`src/rtl/pq_div_pkg.sv`:
```
// ============================================================================
// pq_div_pkg : shared types and sizing helpers for the sequential divider
// Rev 1.0    : DIV_SIGNED_EN adds the FIX state for two's-complement operation
// ============================================================================
`default_nettype none

package pq_div_pkg;

  localparam int DEFAULT_WIDTH = 56;

`ifdef DIV_SIGNED_EN
  typedef enum logic [1:0] {
    ST_IDLE = 2'd0,
    ST_CALC = 2'd1,
    ST_DONE = 2'd2,
    ST_FIX  = 2'd3
  } div_state_e;
`else
  typedef enum logic [1:0] {
    ST_IDLE = 2'd0,
    ST_CALC = 2'd1,
    ST_DONE = 2'd2
  } div_state_e;
`endif

  // Counter must be able to hold WIDTH itself.
  function automatic int cnt_width(input int width);
    return $clog2(width + 1);
  endfunction

endpackage

`default_nettype wire

```
`src/rtl/pq_div_step.sv`:
```
// ============================================================================
// pq_div_step : one combinational restoring-division iteration on {P, A}
// Rev 1.0
// ============================================================================
`default_nettype none

module pq_div_step
  import pq_div_pkg::*;
#(
  parameter int WIDTH = DEFAULT_WIDTH
) (
  input  logic [WIDTH:0]   p_in,
  input  logic [WIDTH-1:0] a_in,
  input  logic [WIDTH-1:0] d_in,
  output logic [WIDTH:0]   p_out,
  output logic [WIDTH-1:0] a_out,
  output logic             q_bit
);

  logic [WIDTH:0] p_shift;
  logic [WIDTH:0] p_diff;
  logic           unused_p_msb;

  // P stays below D, so its top bit is always clear before the shift.
  assign unused_p_msb = p_in[WIDTH];

  always_comb begin
    p_shift = {p_in[WIDTH-1:0], a_in[WIDTH-1]};
    p_diff  = p_shift - {1'b0, d_in};
    q_bit   = ~p_diff[WIDTH];
    p_out   = q_bit ? p_diff : p_shift;
    a_out   = {a_in[WIDTH-2:0], q_bit};
  end

endmodule

`default_nettype wire

```
`src/rtl/pq_seq_divider.sv`:
```
// ============================================================================
// pq_seq_divider : iterative restoring divider, one quotient bit per clock
// Rev 1.0        : define DIV_SIGNED_EN for truncating two's-complement mode
// ============================================================================
`default_nettype none

module pq_seq_divider
  import pq_div_pkg::*;
#(
  parameter int WIDTH = DEFAULT_WIDTH
) (
  input  logic             clk,
  input  logic             rst,
  input  logic             in_valid,
  output logic             in_ready,
  input  logic [WIDTH-1:0] dividend,
  input  logic [WIDTH-1:0] divisor,
  output logic             out_valid,
  input  logic             out_ready,
  output logic [WIDTH-1:0] quotient,
  output logic [WIDTH-1:0] remainder,
  output logic             div_by_zero
);

  localparam int               CNT_W     = cnt_width(WIDTH);
  localparam logic [CNT_W-1:0] LAST_ITER = CNT_W'(WIDTH - 1);

  div_state_e       state_q, state_d;
  logic [WIDTH:0]   p_q, p_d;
  logic [WIDTH-1:0] a_q, a_d;
  logic [WIDTH-1:0] d_q, d_d;
  logic [CNT_W-1:0] cnt_q, cnt_d;
  logic [WIDTH-1:0] quot_q, quot_d;
  logic [WIDTH-1:0] rem_q, rem_d;
  logic             dbz_q, dbz_d;
`ifdef DIV_SIGNED_EN
  logic             rem_neg_q, rem_neg_d;
  logic             quot_neg_q, quot_neg_d;
`endif

  logic [WIDTH:0]   step_p;
  logic [WIDTH-1:0] step_a;
  logic             unused_qbit;

  pq_div_step #(
    .WIDTH (WIDTH)
  ) u_step (
    .p_in  (p_q),
    .a_in  (a_q),
    .d_in  (d_q),
    .p_out (step_p),
    .a_out (step_a),
    .q_bit (unused_qbit)
  );

  always_ff @(posedge clk or posedge rst) begin
    if (rst) begin
      state_q    <= ST_IDLE;
      p_q        <= '0;
      a_q        <= '0;
      d_q        <= '0;
      cnt_q      <= '0;
      quot_q     <= '0;
      rem_q      <= '0;
      dbz_q      <= 1'b0;
`ifdef DIV_SIGNED_EN
      rem_neg_q  <= 1'b0;
      quot_neg_q <= 1'b0;
`endif
    end else begin
      state_q    <= state_d;
      p_q        <= p_d;
      a_q        <= a_d;
      d_q        <= d_d;
      cnt_q      <= cnt_d;
      quot_q     <= quot_d;
      rem_q      <= rem_d;
      dbz_q      <= dbz_d;
`ifdef DIV_SIGNED_EN
      rem_neg_q  <= rem_neg_d;
      quot_neg_q <= quot_neg_d;
`endif
    end
  end

  always_comb begin
    state_d    = state_q;
    p_d        = p_q;
    a_d        = a_q;
    d_d        = d_q;
    cnt_d      = cnt_q;
    quot_d     = quot_q;
    rem_d      = rem_q;
    dbz_d      = dbz_q;
    in_ready   = 1'b0;
    out_valid  = 1'b0;
`ifdef DIV_SIGNED_EN
    rem_neg_d  = rem_neg_q;
    quot_neg_d = quot_neg_q;
`endif

    case (state_q)
      ST_IDLE: begin
        in_ready = 1'b1;
        if (in_valid) begin
          p_d   = '0;
          cnt_d = '0;
`ifdef DIV_SIGNED_EN
          // Iterate on magnitudes; the most-negative value maps onto itself,
          // which is its correct unsigned magnitude.
          a_d        = dividend[WIDTH-1] ? -dividend : dividend;
          d_d        = divisor[WIDTH-1]  ? -divisor  : divisor;
          rem_neg_d  = dividend[WIDTH-1];
          quot_neg_d = dividend[WIDTH-1] ^ divisor[WIDTH-1];
`else
          a_d = dividend;
          d_d = divisor;
`endif
          if (divisor == '0) begin
            quot_d  = '1;
            rem_d   = dividend;
            dbz_d   = 1'b1;
            state_d = ST_DONE;
          end else begin
            state_d = ST_CALC;
          end
        end
      end

      ST_CALC: begin
        p_d   = step_p;
        a_d   = step_a;
        cnt_d = cnt_q + 1'b1;
        if (cnt_q == LAST_ITER) begin
`ifdef DIV_SIGNED_EN
          state_d = ST_FIX;
`else
          // Load results straight from the final iteration so DONE is entered
          // with stable outputs.
          quot_d  = step_a;
          rem_d   = step_p[WIDTH-1:0];
          dbz_d   = 1'b0;
          state_d = ST_DONE;
`endif
        end
      end

`ifdef DIV_SIGNED_EN
      ST_FIX: begin
        quot_d  = quot_neg_q ? -a_q : a_q;
        rem_d   = rem_neg_q ? -p_q[WIDTH-1:0] : p_q[WIDTH-1:0];
        dbz_d   = 1'b0;
        state_d = ST_DONE;
      end
`endif

      ST_DONE: begin
        out_valid = 1'b1;
        if (out_ready) begin
          state_d = ST_IDLE;
        end
      end

      default: begin
        state_d = ST_IDLE;
      end
    endcase
  end

  assign quotient    = quot_q;
  assign remainder   = rem_q;
  assign div_by_zero = dbz_q;

endmodule

`default_nettype wire

```
`config.mk`:
```
export PLATFORM = sky130hd
export DESIGN_NAME = pq_seq_divider
export DESIGN_NICKNAME = d
export VERILOG_FILES = /design/src/rtl/pq_div_pkg.sv /design/src/rtl/pq_div_step.sv /design/src/rtl/pq_seq_divider.sv
export SDC_FILE = /design/constraint.sdc
export NUM_CORES = 1
export LEC_CHECK = 0
export ABC_AREA = 1
export CELL_PAD_IN_SITES_DETAIL_PLACEMENT = 1
export CELL_PAD_IN_SITES_GLOBAL_PLACEMENT = 1
export CORE_UTILIZATION = 41
export DETAILED_ROUTE_END_ITERATION = 8
export GPL_ROUTABILITY_DRIVEN = 0
export PLACE_DENSITY = 0.79
export SLEW_MARGIN = 10
export SYNTH_ARGS = -nofsm -noshare
export SYNTH_HDL_FRONTEND = slang
export SYNTH_SLANG_ARGS = --single-unit
```
`constraint.sdc`:
```
create_clock -name clk -period 11.8 [get_ports clk]
set_input_delay 1.77 -clock clk [delete_from_list [all_inputs] [get_ports clk]]
set_output_delay 1.77 -clock clk [all_outputs]
set_load 0.005 [all_outputs]
```
==> results of run 1 <==
-- metrics by stage --
| step | cells | hold slack, ps | power (mW) | util | worst slack (ps) |
|---|---|---|---|---|---|
| final | 3528 | 480.7 | 7.572 | 0.5037 | 6296 |
| after global routing | 3528 | 497.4 | 8.241 | 0.5037 | 6017 |
| after floorplan | 2728 | 453.0 | 4.982 | - | 2053 |
| after CTS | 3528 | 486.9 | 7.591 | 0.5037 | 6421 |
| after detailed placement | 3469 | 472.6 | 6.513 | 0.4797 | 5976 |
| after global placement | 3469 | 466.2 | 6.325 | 0.4797 | 6045 |
-- cell usage after synthesis, drive strengths merged --
cell,number
and2,8
a21o,1
or2,58
a221oi,55
fa,1
dfrtp,289
o31ai,2
o22ai,1
a21oi,26
o21ai,123
o21bai,1
nor3,13
nand3b,1
ha,57
xor2,29
o211ai,1
o221ai,1
a22o,1
buf,28
inv,595
nand4,29
nand2,790
nand3,280
nor2,275
clkbuf,63
-- registers in the layout (all words and copies together), names as in the netlist --
| name | flops |
|---|---|
| cnt_q | 6 |
| remainder | 56 |
| p_q | 56 |
| d_q | 56 |
| state_q | 2 |
| quotient | 56 |
| a_q | 56 |
| div_by_zero | 1 |
-- power by group --
part / switching [mW] / internal (mW) / total [mW] / leakage (nW)
sequential: 0.320 / 1.48 / 1.80 / 3.43
clock: 0.430 / 0.585 / 1.01 / 0.524
combinational: 3.12 / 1.63 / 4.75 / 8.20
-- path summary, 6_finish.rpt --
kind	endpoint	depth (start not counted)	from
worst max register to register	cnt_q[4]	10	state_q[1]
worst min register to register	d_q[23]	2	d_q[23]
min in group asynchronous	quotient[41]	2	rst
worst max-delay path	cnt_q[4]	10	in_valid
max in group asynchronous	quotient[7]	3	rst
worst min-delay path	d_q[23]	2	d_q[23]
-- layout make-up --
type / count / share of cell area
clock buffers: 48 / 0.04382
clock inverters: 11 / 0.003842
inverters: 595 / 0.09973
multi-input cells: 1753 / 0.3914
flip-flops and latches: 289 / 0.3218
well taps: 592 / 0.03296
repair buffers: 240 / 0.1064
-- cell families after synthesis --
group	after synthesis	synth area share
DFF	289	0.3860
adders and majority gates	58	0.03913
AOI/OAI and AO/OA	212	0.06899
buffers and inverters	686	0.1456
xor gates and xnor gates	29	0.01356
and+or+nand+nor	1454	0.3467
-- routing by layer --
layer,part of all wire,vias to the layer above,track usage
met5,0,-,0
met4,0.022,0,0.07541
met3,0.052,77,0.03087
met2,0.45,441,0.4417
met1,0.47,8824,0.3974
li1,-,8718,-
-- critical path, stage by stage --
cell and delay [ps]:
sky130_fd_sc_hd__clkdlybuf4s50_1 490, sky130_fd_sc_hd__nand2_2 100, sky130_fd_sc_hd__buf_4 770, sky130_fd_sc_hd__inv_2 370
sky130_fd_sc_hd__buf_4 390, sky130_fd_sc_hd__nor2_4 380, sky130_fd_sc_hd__buf_4 970, sky130_fd_sc_hd__nor3_1 200
sky130_fd_sc_hd__o21ai_0 230, sky130_fd_sc_hd__a21oi_1 60
==> results summary, run 1 <==
The run finished with clean final reports. The total cell area at the placement stage came out at 21400 µm². The total vias in the final route is approximately 18000.

The total negative setup slack is 0 ps. The final layout contains 3087 nets. The average routed wire per standard cell is between 15 and 20 µm.

Pin placement for this block handled 231 I/O pins. The total CTS buffers came out at 34. The library cell used most frequently in the layout, excluding fill and tap cells, is sky130_fd_sc_hd__nand2_1. The tightest slew margin relative to the limit is 0.1772.

The number of rows in the core area came out at 77. The count of final hold-check violations is 0. The total number of yosys warnings came out at 0. The synthesis-to-layout area growth came out at 19.93%.

The worst clock skew on the final layout came out at 13.44 ps. The number of distinct library cells after synthesis came out at 39. The share of the Yosys chip area taken by registers is 0.3860. The global-route congestion overflow total is 0. The share of post-route cells with drive strength above 1 is 0.06642.

The clock tree from TritonCTS is built. The largest fanout on the critical path came out at 111. The cell area after synthesis is 18740 µm².

The area of the multi-input gates is 8796 µm². The setup-violating endpoint count in the final report came out at 0. The wire length of the first global-routing pass came out at 101900 µm. The post-detailed-routing wire length is 63870 µm. The transition time at the pin with the least slew margin is 1234 ps. The required time of the critical path is 12220 ps. After the first detailed-routing iteration, the DRC count stood at 1140.

When the netlist entered floorplanning its net count stood at about 2900. The first detailed-routing pass took 5 iterations. The core region is 44610 µm². Leaving out fill and tap cells, the most frequent cells in the layout are sky130_fd_sc_hd__nand2_1, sky130_fd_sc_hd__inv_1, sky130_fd_sc_hd__dfrtp_1, sky130_fd_sc_hd__nor2_1, sky130_fd_sc_hd__clkdlybuf4s50_1. The quantity of hold-fixing buffers added after cts came out at 0.

In this run the remaining antenna-violating nets after routing total 0. The max-cap violation count came out at 0. The initial antenna violation count is 0. The most area-hungry cell type in the Yosys netlist is sky130_fd_sc_hd__dfrtp_1. The clock latency on the worst-skew pair is between 500 and 600 ps.

After filler insertion, the fill cell instance count of the layout stands at 5782. The maximum buffer depth of the clock tree came out at 3. The highest attainable clock frequency is 0.1817 GHz. Summing all flip-flop and latch instances after layout gives approximately 7200 µm². The DRC violations left is 0. Dividing the final minimum period by the clock period gives 0.4665. The reg-to-reg setup timing slack came out at 7480 ps.

The worst setup path is captured at a flop. In this run the tool buffered the top-level ports with 230 buffer cells. The global-route usage over all layers is 0.2772. The clock drives between 200 and 300 sinks. The post-DP HPWL is 48940 µm.

The signal arrival time at the worst endpoint is 5920 ps. The count of cells resized by post-cts repair is 0. The critical path is of the input port to flop type. The number of global-route vias before repair came out at 18560.

The vertical die dimension came out at between 200 and 250 µm. The number of vias per cell came out at 5.119. In this run the clock root is driven by a sky130_fd_sc_hd__clkbuf_16.

Setup repair after global routing left no endpoint under its margin. Sorting the synthesized cells by area gives the leading types as sky130_fd_sc_hd__dfrtp_1, sky130_fd_sc_hd__nand2_1, sky130_fd_sc_hd__inv_1. STA classifies the critical path startpoint as an input port. The share of Yosys cell area claimed by the top area cell type came out at 0.3860. The design area came out at 22470 µm². The synthesized design contains 289 register bits. The die is 215.8 µm wide. The number of H-tree branching levels is 2. The number of diodes is 0. The area enclosed by the die boundary came out at around 47000 µm². The number of buffers inserted to repair setup after CTS came out at 0. In this run the power density over the cells is 337.0 nW/µm². The shortest period the worst path allows came out at approximately 5500 ps.

The analysis attributes to cell leakage a power of 12.16 nW. The effective utilization at floorplan came out at 0.4200. The worst voltage drop across the vdd grid is around 0.00023 V. The synthesized netlist cell count is around 2700. After clock tree synthesis, the clock-pin slew on the worst setup and hold paths is roughly 60 ps. The largest net degree at the start of global routing is 175. The class of the tightest hold or removal check is flop to flop. In this run the mean area of a mapped cell was between 6 and 7 µm².

The total count of max-transition violations in the final report is 0.
Note: power is estimated with default switching activity, not from simulation.
==> run 2: changes to the inputs <==
Settings changed: CORE_UTILIZATION 41 to 37, PLACE_DENSITY 0.79 to 0.75.
Clock period 11.8 ns to 4.5 ns, I/O delays scaled along.
==> run 2 against run 1 <==
Highest routed layer unchanged. Clock skew up 9.7 ps. Non-clock buffer count up 8. Clock power rose to 2.8 times the previous value. Die area up 11%. Core utilization down 5.0 points. Sequential share of layout area down 0.35 points. Sequential cell count unchanged. Cell count up 2.6%. Largest cell class unchanged.
==> results summary, run 2 (same netlist as run 1, synthesis figures left out) <==
The run finished with clean final reports. The horizontal die dimension came to 227.0 µm (+5.2%). The total CTS buffers is 35 (+2.9%). The largest net degree at the start of global routing came out at 111 (-37%). The initial antenna violation count is 0 (unchanged). The cell total after placement was 3557 (+2.5%). Clock tree synthesis selected as its root buffer the cell sky130_fd_sc_hd__clkbuf_16. The post-detailed-routing wire length is 65880 µm (+3.2%).

The effective utilization at floorplan is 0.3742 (-0.04582). The count of final hold-check violations is 0 (unchanged). The count of fill cells added during filler insertion came to 6472 (+12%). The number of global-route vias before repair came out at 18480 (-0.45%). The number of DRC markers after the initial detailed-route iteration came out at 1247 (+9.4%). The number of diodes came out at 0 (unchanged).

The delay of the slowest cell on the worst path came out at 660 ps (-310 ps). Walking the worst path, the cells encountered are inv_1 -> ha_1 -> inv_1 -> fa_1 -> nand2_1 -> nand2_1 -> nand3_1 -> nand2_2 -> nand2_1 -> nand3_2 -> nand2_2 -> nand3_1 -> nand2_4 -> nand3_1 -> nand3_1 -> nand2_1 -> inv_1. The synthesis-to-layout area growth came out at 21.26%. The design area came to 22720 µm² (+1.1%).

The reg-to-reg setup timing slack came out at 1120 ps (-6360 ps). The total count of max-transition violations in the final report came out at 0 (unchanged). The leakage power is 12.24 nW (+0.70%).

The count of placed standard cells in the final layout, fillers left out is 3619 (+2.6%). The wire length of the first global-routing pass is 103100 µm (+1.1%). The end of the worst register-to-register path is remainder[26]. The critical path starts at a_q[55].

The core region area is 50070 µm² (+12%). The transition time at the pin with the least slew margin came out at 1065 ps (-169.7 ps). The post-placement worst setup slack is 880.7 ps (-5095 ps). In the layout the commonest cells are sky130_fd_sc_hd__nand2_1, sky130_fd_sc_hd__inv_1, sky130_fd_sc_hd__dfrtp_1, sky130_fd_sc_hd__nor2_1, sky130_fd_sc_hd__clkdlybuf4s50_1.

After layout, the minimum clock period comes to about 3400 ps. The largest fanout on the critical path came out at 57 (-49%). In this run the worst hold path is classified as input port to async pin. TritonCTS built the clock tree. The library cell used most frequently in the layout, excluding fill and tap cells, is sky130_fd_sc_hd__nand2_1. The count of cells resized by post-cts repair was 0 (unchanged). The global-route congestion overflow total is 0 (unchanged). The share of total power in sequential cells came out at 0.238 (about the same). The maximum buffer depth of the clock tree came out at 3 (unchanged). The area of the multi-input gates was 8801 µm² (about the same). The tightest slew margin relative to the limit was 0.2903 (+0.1131).

The post-DP HPWL came to 51140 µm (+4.5%). The worst setup path is captured at a flop. The global-route usage over all layers came out at 0.2586 (-0.01856). The critical setup path kind is flop to flop. The vertical die dimension came out at 227.0 µm (+5.2%).

The required time of the critical path is 5000 ps (-7220 ps). The number of rows in the core area is 82 (+6.5%). The total negative setup slack is 0 ps (unchanged). The worst voltage drop across the vdd grid is 0.0004041 V (+73%). The max-cap violation count is 0 (unchanged). The number of H-tree branching levels came out at 2 (unchanged). The count of clock tree sinks was 289 (unchanged). The core occupancy in the finished layout is 0.4538 (-0.04998).

The quantity of hold-fixing buffers added after cts is 0 (unchanged). The final critical-path share of the clock period is 0.7510. The footprint of the flip-flops and latches is 7232 µm² (unchanged). The average routed wire per standard cell is 18.21 µm (+0.56%).

The total vias in the final route came out at 17990 (-0.40%). The worst clock skew on the final layout came out at 23.16 ps (+9.713 ps). Setup repair after global routing left no endpoint under its margin.

The number of cells on the worst reg-to-reg path came out at 17 (+7). The number of buffers inserted to repair setup after CTS came out at 0 (unchanged). The number of routed nets with antenna violations is 0 (unchanged). The share of post-route cells with drive strength above 1 is 0.06922 (+0.002806). The DRC violations left came to 0 (unchanged). The worst setup path is launched from a flop. The cell internal power dissipation is 9.839 mW (+170%). The startpoint identified for the worst register-to-register timing path is a_q[55]. The clock latency on the worst-skew pair came to 560 ps (about the same). The boundary pin count is 231 (unchanged). The power density normalized to cell area was 884.1 nW/µm² (+160%). The total cell area at the placement stage came out at 21600 µm² (+0.93%). The count of TritonRoute iterations in the first routing pass was 5 (unchanged). For this run, the top clock speed supported by timing is 0.2959 GHz.

The proportion of power drawn by the clock network came out at 0.139 (+0.005). The clock transition at the register clock pins on the worst setup and hold paths after CTS came to 60 ps (about the same). For this design, the slowest cell found on the critical path is sky130_fd_sc_hd__nand2_4. The number of nets in the layout came out at 3096 (+0.29%). The setup-violating endpoint count in the final report is 0 (unchanged). The worst-case setup margin in the final layout came out at 1120 ps (-5176 ps). The part of the power in combinational logic is 0.623 (-0.005). The area enclosed by the die boundary came to 51540 µm² (+11%). The number of vias per cell came out at 4.970 (-2.9%). The net switching fraction of the power came out at 0.5102 (-0.0006653). The signal arrival time at the worst endpoint is 3880 ps (-2040 ps).

The switching power was 10.25 mW (+160%). The count of port buffers added during placement came out at 230 (unchanged).
## run 2: cell types whose count changed in the layout (fill, tap and decap cells not counted), sizes merged
cell      before  now
clkbuf        48   54
clkinvlp       2    1
inv          595  596
clkinv         9    6
buf           10   18
## run 2: worst max path at each step
stage,slack (ps),depth (start not counted),to
3_5_place_dp,880,14,remainder[23]
4_1_cts,1090,17,remainder[26]
3_3_place_gp,990,14,remainder[13]
6_report,1120,17,remainder[26]
2_1_floorplan,-8,1,a_q[0]
5_1_grt,870,17,remainder[27]
## run 2: cell type report
class	instances	area share
Clock inverter	8	0.002754
Timing Repair Buffer	248	0.1095
Sequential cell	289	0.3183
Tap cell	672	0.03701
Clock buffer	54	0.04659
Multi-Input combinational cell	1753	0.3874
Inverter	595	0.09847
## run 2: per-layer routing
layer | share of wire | GRT usage | vias up
met2 | 0.45 | 0.4091 | 384
li1 | - | - | 8723
met5 | 0 | 0 | -
met1 | 0.47 | 0.3637 | 8790
met4 | 0.026 | 0.07166 | 0
met3 | 0.052 | 0.04298 | 91
## run 2: power groups by stage
| stage | Clock (mW) | Combinational [mW] | Sequential [mW] |
|---|---|---|---|
| 6_report | 2.79 | 12.5 | 4.77 |
| 5_1_grt | 2.94 | 14.0 | 4.91 |
| 4_1_cts | 2.87 | 12.6 | 4.78 |
| 3_5_place_dp | 0 | 12.5 | 4.80 |
| 3_3_place_gp | 0 | 12.1 | 4.74 |
| 2_1_floorplan | 0 | 8.52 | 4.55 |
## run 2: critical path: cells and delay by family, from the launching register on
kind                     cells  cell delay, ps
flip-flops                   1             380
AND/OR/NAND/NOR             12            2110
adder cells (fa/ha/maj)      2             610
buffers and inverters        3             220
## run 2: metrics by stage
stage	total power, mW	hold WS, ps
floorplan	13.07	453.0
global placement	16.84	467.4
detailed placement	17.25	473.1
CTS	20.19	465.7
global route	21.85	483.6
finish	20.09	481.9
==> run 3: changes to the inputs <==
Settings changed: CORE_UTILIZATION 37 to 41, PLACE_DENSITY 0.75 to 0.79.
Clock period 4.5 ns to 3.2 ns, I/O delays scaled along.
==> run 3 against run 2 <==
Cell count decreased by 1.5%. Die area decreased by 9.7%. Critical path depth is 1 higher. First-iteration DRC count is 7.8% higher. Register-to-register slack worse by 870 ps. Worst setup slack worse by 870 ps. Maximum frequency rose by 14%. Largest cell class unchanged. Largest power group unchanged. Highest routed layer unchanged.
==> results summary, run 3 (same netlist as run 1, synthesis figures left out) <==
The post-detailed-routing wire length came to 66100 µm (+0.32%). The flow ran to the end, and the final reports show no timing, DRC or antenna violations. The worst voltage drop across the vdd grid was 0.0006393 V (+58%).

The global-route congestion overflow total is 0 (unchanged). The power density normalized to cell area was 1264 nW/µm² (+43%). The setup-violating endpoint count in the final report came out at 0 (unchanged).

The clock latency on the worst-skew pair is 550 ps (about the same). The signal arrival time at the worst endpoint is 3430 ps (-450 ps). The count of fill cells added during filler insertion is 5738 (-11%). The count of final hold-check violations came out at 0 (unchanged). The largest fanout on the critical path came to 21 (-63%). The number of global-route vias before repair came to 19220 (+4.0%).

The final critical-path share of the clock period is 0.9226 (+0.1715). The worst clock skew on the final layout is 14.44 ps (-8.720 ps). The vertical die dimension came out at 215.8 µm (-5.0%). The transition time at the pin with the least slew margin is 816.2 ps (-248.3 ps). The synthesis-to-layout area growth is 22.64%. The net switching fraction of the power came to 0.5051 (-0.005116).

In the layout the commonest cells are sky130_fd_sc_hd__nand2_1, sky130_fd_sc_hd__inv_1, sky130_fd_sc_hd__dfrtp_1, sky130_fd_sc_hd__nor2_1, sky130_fd_sc_hd__clkdlybuf4s50_1. The post-DP HPWL came out at 51700 µm (+1.1%). The horizontal die dimension is 215.8 µm (-5.0%). The effective utilization at floorplan came out at 0.4200 (+0.04582). The switching power is 14.67 mW (+43%). Setup repair after global routing left no endpoint under its margin. The count of port buffers added during placement came out at 230 (unchanged). The core occupancy in the finished layout is 0.5151 (+0.06134). The critical setup path kind is flop to flop. STA classifies the critical path startpoint as a flop. The number of H-tree branching levels came to 2 (unchanged). The leakage power is 12.43 nW (+1.5%). The global-route usage over all layers is 0.2884 (+0.02975).

The highest attainable clock frequency came to 0.3387 GHz (+14%). The core region area is 44610 µm² (-11%). The clock tree from TritonCTS is built. The required time of the critical path is 3670 ps (-1330 ps). The largest net degree at the start of global routing was 112 (+0.90%). The maximum buffer depth of the clock tree is 3 (unchanged). The area enclosed by the die boundary came out at 46550 µm² (-9.7%). The max-cap violation count is 0 (unchanged). The area of the multi-input gates came out at 8823 µm² (+0.26%). The number of routed nets with antenna violations came out at 0 (unchanged). The wire length of the first global-routing pass came out at 105500 µm (+2.3%). The number of DRC markers after the initial detailed-route iteration came to 1344 (+7.8%).

The total count of max-transition violations in the final report came to 0 (unchanged). The total vias in the final route is 18290 (+1.7%). The tightest min-delay check is of the input port to async pin type. The share of total power in sequential cells came to 0.231 (-0.007). The root buffer selected by CTS is sky130_fd_sc_hd__clkbuf_16. The count of clock tree sinks is 289 (unchanged). The part of the power in combinational logic is 0.634 (+0.011).

The number of diodes came out at 0 (unchanged). The footprint of the flip-flops and latches was 7232 µm² (unchanged). The share of post-route cells with drive strength above 1 was 0.07938 (+0.01016). The clock transition at the register clock pins on the worst setup and hold paths after CTS is 60 ps (about the same).

The number of nets in the layout is 3124 (+0.90%). STA classifies the critical path endpoint as a flop. The total CTS buffers came out at 34 (-2.9%). The cell internal power dissipation was 14.37 mW (+46%). The boundary pin count was 231 (unchanged). The proportion of power drawn by the clock network came out at 0.135 (-0.004). The average routed wire per standard cell is 18.54 µm (+1.8%). The shortest period the worst path allows is 2952 ps (-427.5 ps).

Leaving out fill and tap cells, the most frequent cell in the layout is sky130_fd_sc_hd__nand2_1. The quantity of hold-fixing buffers added after cts came out at 0 (unchanged). The DRC violations left is 0 (unchanged).

The tightest slew margin relative to the limit came to 0.4558 (+0.1655). The number of vias per cell came out at 5.129 (+3.2%). The total negative setup slack is 0 ps (unchanged). The initial antenna violation count came to 0 (unchanged). The number of rows in the core area is 77 (-6.1%).

The count of TritonRoute iterations in the first routing pass is 5 (unchanged).
run 3: worst max-delay path: stages, from the launching register on:
cell,delay (ps)
sky130_fd_sc_hd__dfrtp_1,380
sky130_fd_sc_hd__inv_1,90
sky130_fd_sc_hd__ha_1,150
sky130_fd_sc_hd__inv_1,90
sky130_fd_sc_hd__fa_2,400
sky130_fd_sc_hd__nand2_1,80
sky130_fd_sc_hd__nand2_1,60
sky130_fd_sc_hd__nand3_1,110
sky130_fd_sc_hd__nand2_2,120
sky130_fd_sc_hd__nand2_1,110
sky130_fd_sc_hd__nand3_2,140
sky130_fd_sc_hd__nand2_2,130
sky130_fd_sc_hd__nand3_2,180
sky130_fd_sc_hd__nand2_8,180
sky130_fd_sc_hd__buf_12,180
sky130_fd_sc_hd__nand3_1,180
sky130_fd_sc_hd__nand3_1,160
sky130_fd_sc_hd__nand2_1,70
sky130_fd_sc_hd__inv_1,70
run 3: what timing repair did:
action                     4_1_cts  5_1_grt
resized for setup                0        5
buffers inserted                 0        4
setup endpoints to repair        0       30
run 3: per-stage QoR:
step / total power, mW / cells / area (µm²) / setup slack [ps] / hold WS (ps)
final: 29.04 / 3565 / 22980 / 247.7 / 221.9
after global routing: 31.51 / 3565 / 22980 / 65.79 / 236.5
after CTS: 28.87 / 3560 / 22910 / 19.99 / 201.3
after detailed placement: 24.67 / 3501 / 21790 / -52.94 / 471.8
after global placement: 23.97 / 3501 / 21790 / -22.70 / 466.7
after floorplan: 18.37 / 2728 / 18740 / -1113 / 453.0
run 3: power by group through the flow:
stage                     combinational [mW]  sequential (mW)  clock (mW)
after floorplan                         12.0             6.39           0
after global placement                  17.3             6.65           0
after detailed placement                18.0             6.72           0
after CTS                               18.2             6.70        4.02
after global routing                    20.5             6.90        4.15
final                                   18.4             6.71        3.92
run 3: layout make-up:
cell class / instances / share of cell area
sequential: 289 / 0.3147
tap: 592 / 0.03224
clock buffer: 46 / 0.04253
timing repair buffer: 276 / 0.1226
multi-input combinational: 1754 / 0.3840
inverter: 595 / 0.09736
clock inverter: 13 / 0.006480
run 3: final timing paths:
kind	startpoint	endpoint	slack, ps	depth (start not counted)
max in group asynchronous	rst	p_q[17]	2070	3
worst min-delay path	rst	quotient[39]	220	2
worst max-delay path	a_q[55]	remainder[41]	250	18
worst min register to register	div_by_zero	div_by_zero	480	2
worst max register to register	a_q[55]	remainder[41]	250	18
min in group clk	div_by_zero	div_by_zero	480	2
run 3: per-layer routing:
metal	GRT usage	vias to the layer above	part of all wire
met5	0	-	0
met2	0.4554	456	0.45
met4	0.08652	0	0.028
met1	0.4004	8959	0.46
met3	0.05300	98	0.060
li1	-	8773	-
